[config.mk]
export PLATFORM = sky130hd
export DESIGN_NAME = sa_pe_ws
export DESIGN_NICKNAME = d
export VERILOG_FILES = /design/src/rtl/sa_pe_ws.sv
export SDC_FILE = /design/constraint.sdc
export NUM_CORES = 1
export LEC_CHECK = 0
export BUFFER_PORTS_ARGS = -buffer_cell sky130_fd_sc_hd__buf_2
export CAP_MARGIN = 0
export CORE_MARGIN = 1
export CORE_UTILIZATION = 54
export CTS_CLUSTER_SIZE = 20
export DETAILED_ROUTE_END_ITERATION = 16
export HOLD_SLACK_MARGIN = 0.06
export PLACE_DENSITY = 0.78
export SETUP_SLACK_MARGIN = 0.4
export SLEW_MARGIN = 20
export SYNTH_ARGS = -nofsm -noshare
export SYNTH_HDL_FRONTEND = slang
export SYNTH_SLANG_ARGS = --single-unit
[constraint.sdc]
create_clock -name i_clk -period 8.5 [get_ports i_clk]
set_clock_uncertainty 0.15 [all_clocks]
set_input_delay 1.7 -clock i_clk [delete_from_list [all_inputs] [get_ports i_clk]]
set_output_delay 1.7 -clock i_clk [all_outputs]
set_load 0.05 [all_outputs]
[src/rtl/sa_pe_ws.sv]
// Weight-stationary systolic PE: registered act/psum forwarding, double-buffered
// weight chain, saturating MAC. Optional sticky saturation flag via SA_PE_SAT_FLAG_EN.

module sa_mac_simple #(
    parameter int MUL_DATAWIDTH = 8,
    parameter int ADD_DATAWIDTH = 8
) (
    input  logic signed [MUL_DATAWIDTH-1:0] a_i,
    input  logic signed [MUL_DATAWIDTH-1:0] b_i,
    input  logic signed [ADD_DATAWIDTH-1:0] c_i,
`ifdef SA_PE_SAT_FLAG_EN
    output logic                            prod_sat_o,
    output logic                            sum_sat_o,
`endif
    output logic signed [ADD_DATAWIDTH-1:0] y_o
);
    localparam int M  = MUL_DATAWIDTH;
    localparam int A  = ADD_DATAWIDTH;
    localparam int PW = 2 * M;
    // Sum width covers the wider operand plus one carry bit.
    localparam int SW = ((M > A) ? M : A) + 1;

    localparam logic signed [PW-1:0] PMAX = PW'({1'b0, {(M-1){1'b1}}});
    localparam logic signed [PW-1:0] PMIN = PW'($signed({1'b1, {(M-1){1'b0}}}));
    localparam logic signed [SW-1:0] SMAX = SW'({1'b0, {(A-1){1'b1}}});
    localparam logic signed [SW-1:0] SMIN = SW'($signed({1'b1, {(A-1){1'b0}}}));

    logic signed [PW-1:0] prod;
    logic signed [M-1:0]  prod_s;
    logic signed [SW-1:0] sum;
    logic                 p_hi, p_lo, s_hi, s_lo;

    always_comb begin
        prod   = PW'(a_i) * PW'(b_i);
        p_hi   = prod > PMAX;
        p_lo   = prod < PMIN;
        prod_s = p_hi ? {1'b0, {(M-1){1'b1}}} :
                 p_lo ? {1'b1, {(M-1){1'b0}}} : prod[M-1:0];
        sum    = SW'(prod_s) + SW'(c_i);
        s_hi   = sum > SMAX;
        s_lo   = sum < SMIN;
        y_o    = s_hi ? {1'b0, {(A-1){1'b1}}} :
                 s_lo ? {1'b1, {(A-1){1'b0}}} : sum[A-1:0];
    end

`ifdef SA_PE_SAT_FLAG_EN
    assign prod_sat_o = p_hi | p_lo;
    assign sum_sat_o  = s_hi | s_lo;
`endif
endmodule

module sa_pe_ws #(
    parameter int MUL_DATAWIDTH = 8,
    parameter int ADD_DATAWIDTH = 8
) (
    input  logic                            i_clk,
    input  logic                            i_rst,
    input  logic                            i_w_valid,
    input  logic signed [MUL_DATAWIDTH-1:0] i_weight,
    output logic                            o_w_valid,
    output logic signed [MUL_DATAWIDTH-1:0] o_weight,
    input  logic                            i_swap,
    output logic                            o_swap,
    input  logic                            i_act_valid,
    input  logic signed [MUL_DATAWIDTH-1:0] i_act,
    output logic                            o_act_valid,
    output logic signed [MUL_DATAWIDTH-1:0] o_act,
    input  logic                            i_psum_valid,
    input  logic signed [ADD_DATAWIDTH-1:0] i_psum,
`ifdef SA_PE_SAT_FLAG_EN
    input  logic                            i_sat_clr,
    output logic                            o_sat_sticky,
`endif
    output logic                            o_psum_valid,
    output logic signed [ADD_DATAWIDTH-1:0] o_psum
);
    logic signed [MUL_DATAWIDTH-1:0] shadow_q, active_q, weight_q, act_q;
    logic signed [ADD_DATAWIDTH-1:0] psum_q;
    logic                            loaded_q, w_valid_q, swap_q, act_valid_q, psum_valid_q;
    logic signed [MUL_DATAWIDTH-1:0] mac_w;
    logic signed [ADD_DATAWIDTH-1:0] mac_c, mac_y;

    // Compute always sees the pre-swap active weight; a swap lands next cycle.
    assign mac_w = loaded_q ? active_q : '0;
    assign mac_c = i_psum_valid ? i_psum : '0;

`ifdef SA_PE_SAT_FLAG_EN
    logic prod_sat, sum_sat, sticky_q;

    sa_mac_simple #(.MUL_DATAWIDTH(MUL_DATAWIDTH), .ADD_DATAWIDTH(ADD_DATAWIDTH)) u_mac (
        .a_i(i_act), .b_i(mac_w), .c_i(mac_c),
        .prod_sat_o(prod_sat), .sum_sat_o(sum_sat), .y_o(mac_y)
    );

    always_ff @(posedge i_clk) begin
        if (i_rst)                                     sticky_q <= 1'b0;
        else if (i_act_valid && (prod_sat || sum_sat)) sticky_q <= 1'b1;
        else if (i_sat_clr)                            sticky_q <= 1'b0;
    end

    assign o_sat_sticky = sticky_q;
`else
    sa_mac_simple #(.MUL_DATAWIDTH(MUL_DATAWIDTH), .ADD_DATAWIDTH(ADD_DATAWIDTH)) u_mac (
        .a_i(i_act), .b_i(mac_w), .c_i(mac_c), .y_o(mac_y)
    );
`endif

    always_ff @(posedge i_clk) begin
        if (i_rst) begin
            shadow_q     <= '0;
            active_q     <= '0;
            weight_q     <= '0;
            act_q        <= '0;
            psum_q       <= '0;
            loaded_q     <= 1'b0;
            w_valid_q    <= 1'b0;
            swap_q       <= 1'b0;
            act_valid_q  <= 1'b0;
            psum_valid_q <= 1'b0;
        end else begin
            w_valid_q <= i_w_valid;
            if (i_w_valid) begin
                shadow_q <= i_weight;
                weight_q <= shadow_q;
            end
            swap_q <= i_swap;
            if (i_swap) begin
                active_q <= shadow_q;
                loaded_q <= 1'b1;
            end
            act_valid_q  <= i_act_valid;
            psum_valid_q <= i_act_valid;
            if (i_act_valid) begin
                act_q  <= i_act;
                psum_q <= mac_y;
            end
        end
    end

    assign o_w_valid    = w_valid_q;
    assign o_weight     = weight_q;
    assign o_swap       = swap_q;
    assign o_act_valid  = act_valid_q;
    assign o_act        = act_q;
    assign o_psum_valid = psum_valid_q;
    assign o_psum       = psum_q;
endmodule

==> summary.txt <==
STA
  – Fin crit period: roughly 8000 ps
  – Crit share post-route: 0.936
  – Slew @ Worst Pin: between 700 and 800 ps
  – Hold Violations, Final: 0
  – Post-route setup TNS: 0 ps
  – RSZ-0062 raised after global routing: yes
  – Setup-failing EPs final: 0
  – Slew headroom: 0.476
  – Fmax: 126 MHz
  – Pins Over Slew Limit: 0

Critical path
  – Worst R2R End: o_psum[0]
  – Largest stage delay, worst path: between 500 and 600 ps
  – Worst r2r src: loaded_q
  – Worst setup SP type: input port
  – WP data arrival: 8020 ps
  – Worst path required time: 8560 ps
  – Crit. End Element: flip-flop
  – R2R Setup Slk: around 1300 ps
  – Buf+Inv Stages, Crit Path: 6
  – R2R depth: 26
  – CP max FO: 9
  – Crit path max-delay family: adder cells
  – Slowest cell on crit path: fa_1
  – Most used cell, CP: fa_1
  – WS Path Type: input port to flip-flop
  – Worst setup startpoint: i_act[7]

Clocking
  – Htree depth: 2
  – Worst skew pair latency: 300 ps
  – TritonCTS clock tree: yes
  – Clock Path Buffers: 2
  – CTS Buf Count: 5
  – Hold Buf Count CTS: 0
  – CTS Sinks: 44
  – Root buf cell: clkbuf_8
  – Reg clk slew, reported paths: 90 ps

Synth
  – Avg Inst Size Synth: 8.77 um2
  – Synth cell types: 55
  – Mapped Nets: between 600 and 700
  – Post-synth top flop: dfxtp_1
  – Most frequent cell after synthesis: inv_1
  – Syn Std Cell Area: 4860 um2
  – EDFF count, synth: 0
  – Post-synth top area cell: fa_1
  – Largest cells by area after synthesis: fa_1 (23%), dfxtp_1 (18%), ha_1 (9.8%), inv_1 (6.8%), mux2i_1 (6.8%)
  – Share of the synthesized area in the top cell type: 0.231
  – Commonest cells post-synth: inv_1 (88), nor2_1 (67), fa_1 (56)
  – Post-synthesis register bit count: 44
  – Fraction of registers with async set/reset: 0
  – Ys Warns: 0
  – Sequential share of the synthesized area: 0.181
  – Syn Inst Count: 554

Run status
  – Status: finished clean

Die
  – Die Span X: 96.9 um
  – Starting Density: 0.557
  – Site Rows: 34
  – Chip Height: 96.9 um
  – Num ports: 58
  – Core ar.: roughly 8700 um2
  – Die ar.: roughly 9400 um2

Place
  – Dpl cells: 704
  – IO Port Bufs: 57
  – Post-DP HPWL: between 8000 and 9000 um
  – GP Congestion: 1.03

Min path
  – Hold Path End: o_weight[7]
  – Hold path startpoint: o_weight[7]
  – Worst hold stages: 2
  – Min-delay worst type: flip-flop to flip-flop

Power
  – Power Dens Cells: 132 nW/um2
  – Maximum VDD drop: 128 uV
  – P_leak: 2.91 nW

Cells and area
  – Share of layout cells above drive strength 1: 0.240
  – Final Non-Filler Cells: just over 700
  – Area Overhead vs Synth: 19.3%
  – N_diodes: 0
  – Final #Nets: about 740
  – Fillcell total: 658

Detailed routing
  – Routed wire per std cell: between 15 and 20 um
  – Routed wire length: roughly 11000 um
  – Residual DRC: 0
  – Vias per inst: approximately 5.7
  – Vias: about 4100
  – Pre-antenna DRT Iters: 4
  – Detailed Route Iter0 Violations: between 200 and 250
  – Post-DRT Antenna Nets: 0

Global route
  – Vias in the first global route: 4098
  – First-pass GRT wire length: 18700 um
  – Largest net degree at the start of global routing: 59
  – Initial antenna violation count: 0
  – GRT Util Overall: 0.238
  – GR Overflow Total: 0

Job
  – Max-Cap Viols: 0
[metrics by stage]
stage	setup slack, ps	utilization	total power [mW]	cell area, um2	hold slack [ps]
floorplan	404	-	0.454	4870	311
global placement	124	0.603	0.510	5260	316
detailed placement	-114	0.603	0.520	5260	330
CTS	421	0.624	0.699	5440	350
global route	326	0.665	0.803	5800	386
finish	544	0.665	0.763	5800	349
[tightest hold or removal path: cells and delay by family, from the launching register on]
kind	cells	cell delay [ps]
flops	1	330
mux	1	60
simple gates	1	70
[repair_timing]
item / CTS / global route
endpoints found under the setup margin: 7 / 8
pin swaps: 7 / 36
buffers inserted: 2 / 10
resized for setup: 9 / 67
[logic make-up (layout without fill, tap and decap cells)]
logic type                 Yosys count  count (layout)  share of synthesized area
AOI/OAI and AO/OA                   71              71                      0.106
DFF                                 44              44                      0.181
adders and majority gates          101             101                      0.343
muxes                               33              33                     0.0680
and+or+nand+nor                    177             177                      0.184
buffers and inverters              113             175                     0.0903
xor gates and xnor gates            15              15                     0.0270
[layout by cell type, fill, tap and decap left out, types with 9 or more instances in the layout]
master,n
inv_1,83
nor2_1,63
fa_1,53
buf_2,52
dfxtp_1,44
and3_1,42
mux2i_1,33
ha_1,29
buf_4,23
nand2_1,13
nand3_1,10
xnor2_1,9
[sequential cells by signal, indices dropped and copies added, names as in the netlist]
register / flops
active_q: 8
loaded_q: 1
o_act: 8
o_psum: 8
o_psum_valid: 1
o_swap: 1
o_w_valid: 1
o_weight: 8
shadow_q: 8
[how the worst max path moves through the flow]
stage	to	slack (ps)	cells past startpoint
after floorplan	o_psum[2]	400	23
after global placement	o_psum[3]	120	23
after detailed placement	o_psum[1]	-110	23
after CTS	o_psum[5]	420	25
after global routing	o_psum[0]	330	26
final	o_psum[0]	540	25
[layer usage]
| layer | track usage | vias to the layer above | part of all wire |
|---|---|---|---|
| li1 | - | 1976 | - |
| met1 | 0.310 | 2017 | 0.43 |
| met2 | 0.426 | 118 | 0.53 |
| met3 | 0.0231 | 16 | 0.034 |
| met4 | 0.0551 | 0 | 0.014 |
| met5 | 0 | - | 0 |
[power by group]
part / internal (mW) / total, mW / switching [mW]
registers: 0.222 / 0.233 / 0.0113
logic: 0.156 / 0.364 / 0.209
clock network: 0.0886 / 0.166 / 0.0770
[final cells by class]
class,instances,area [um2],area share
multi-input combinational,397,3860,0.666
inverter,88,330,0.0569
clock inverter,3,46.3,0.00798
sequential,44,881,0.152
timing repair buffer,79,474,0.0818
tap,108,135,0.0233
clock buffer,5,68.8,0.0119
No activity file was read; power rests on OpenSTA's default activity.
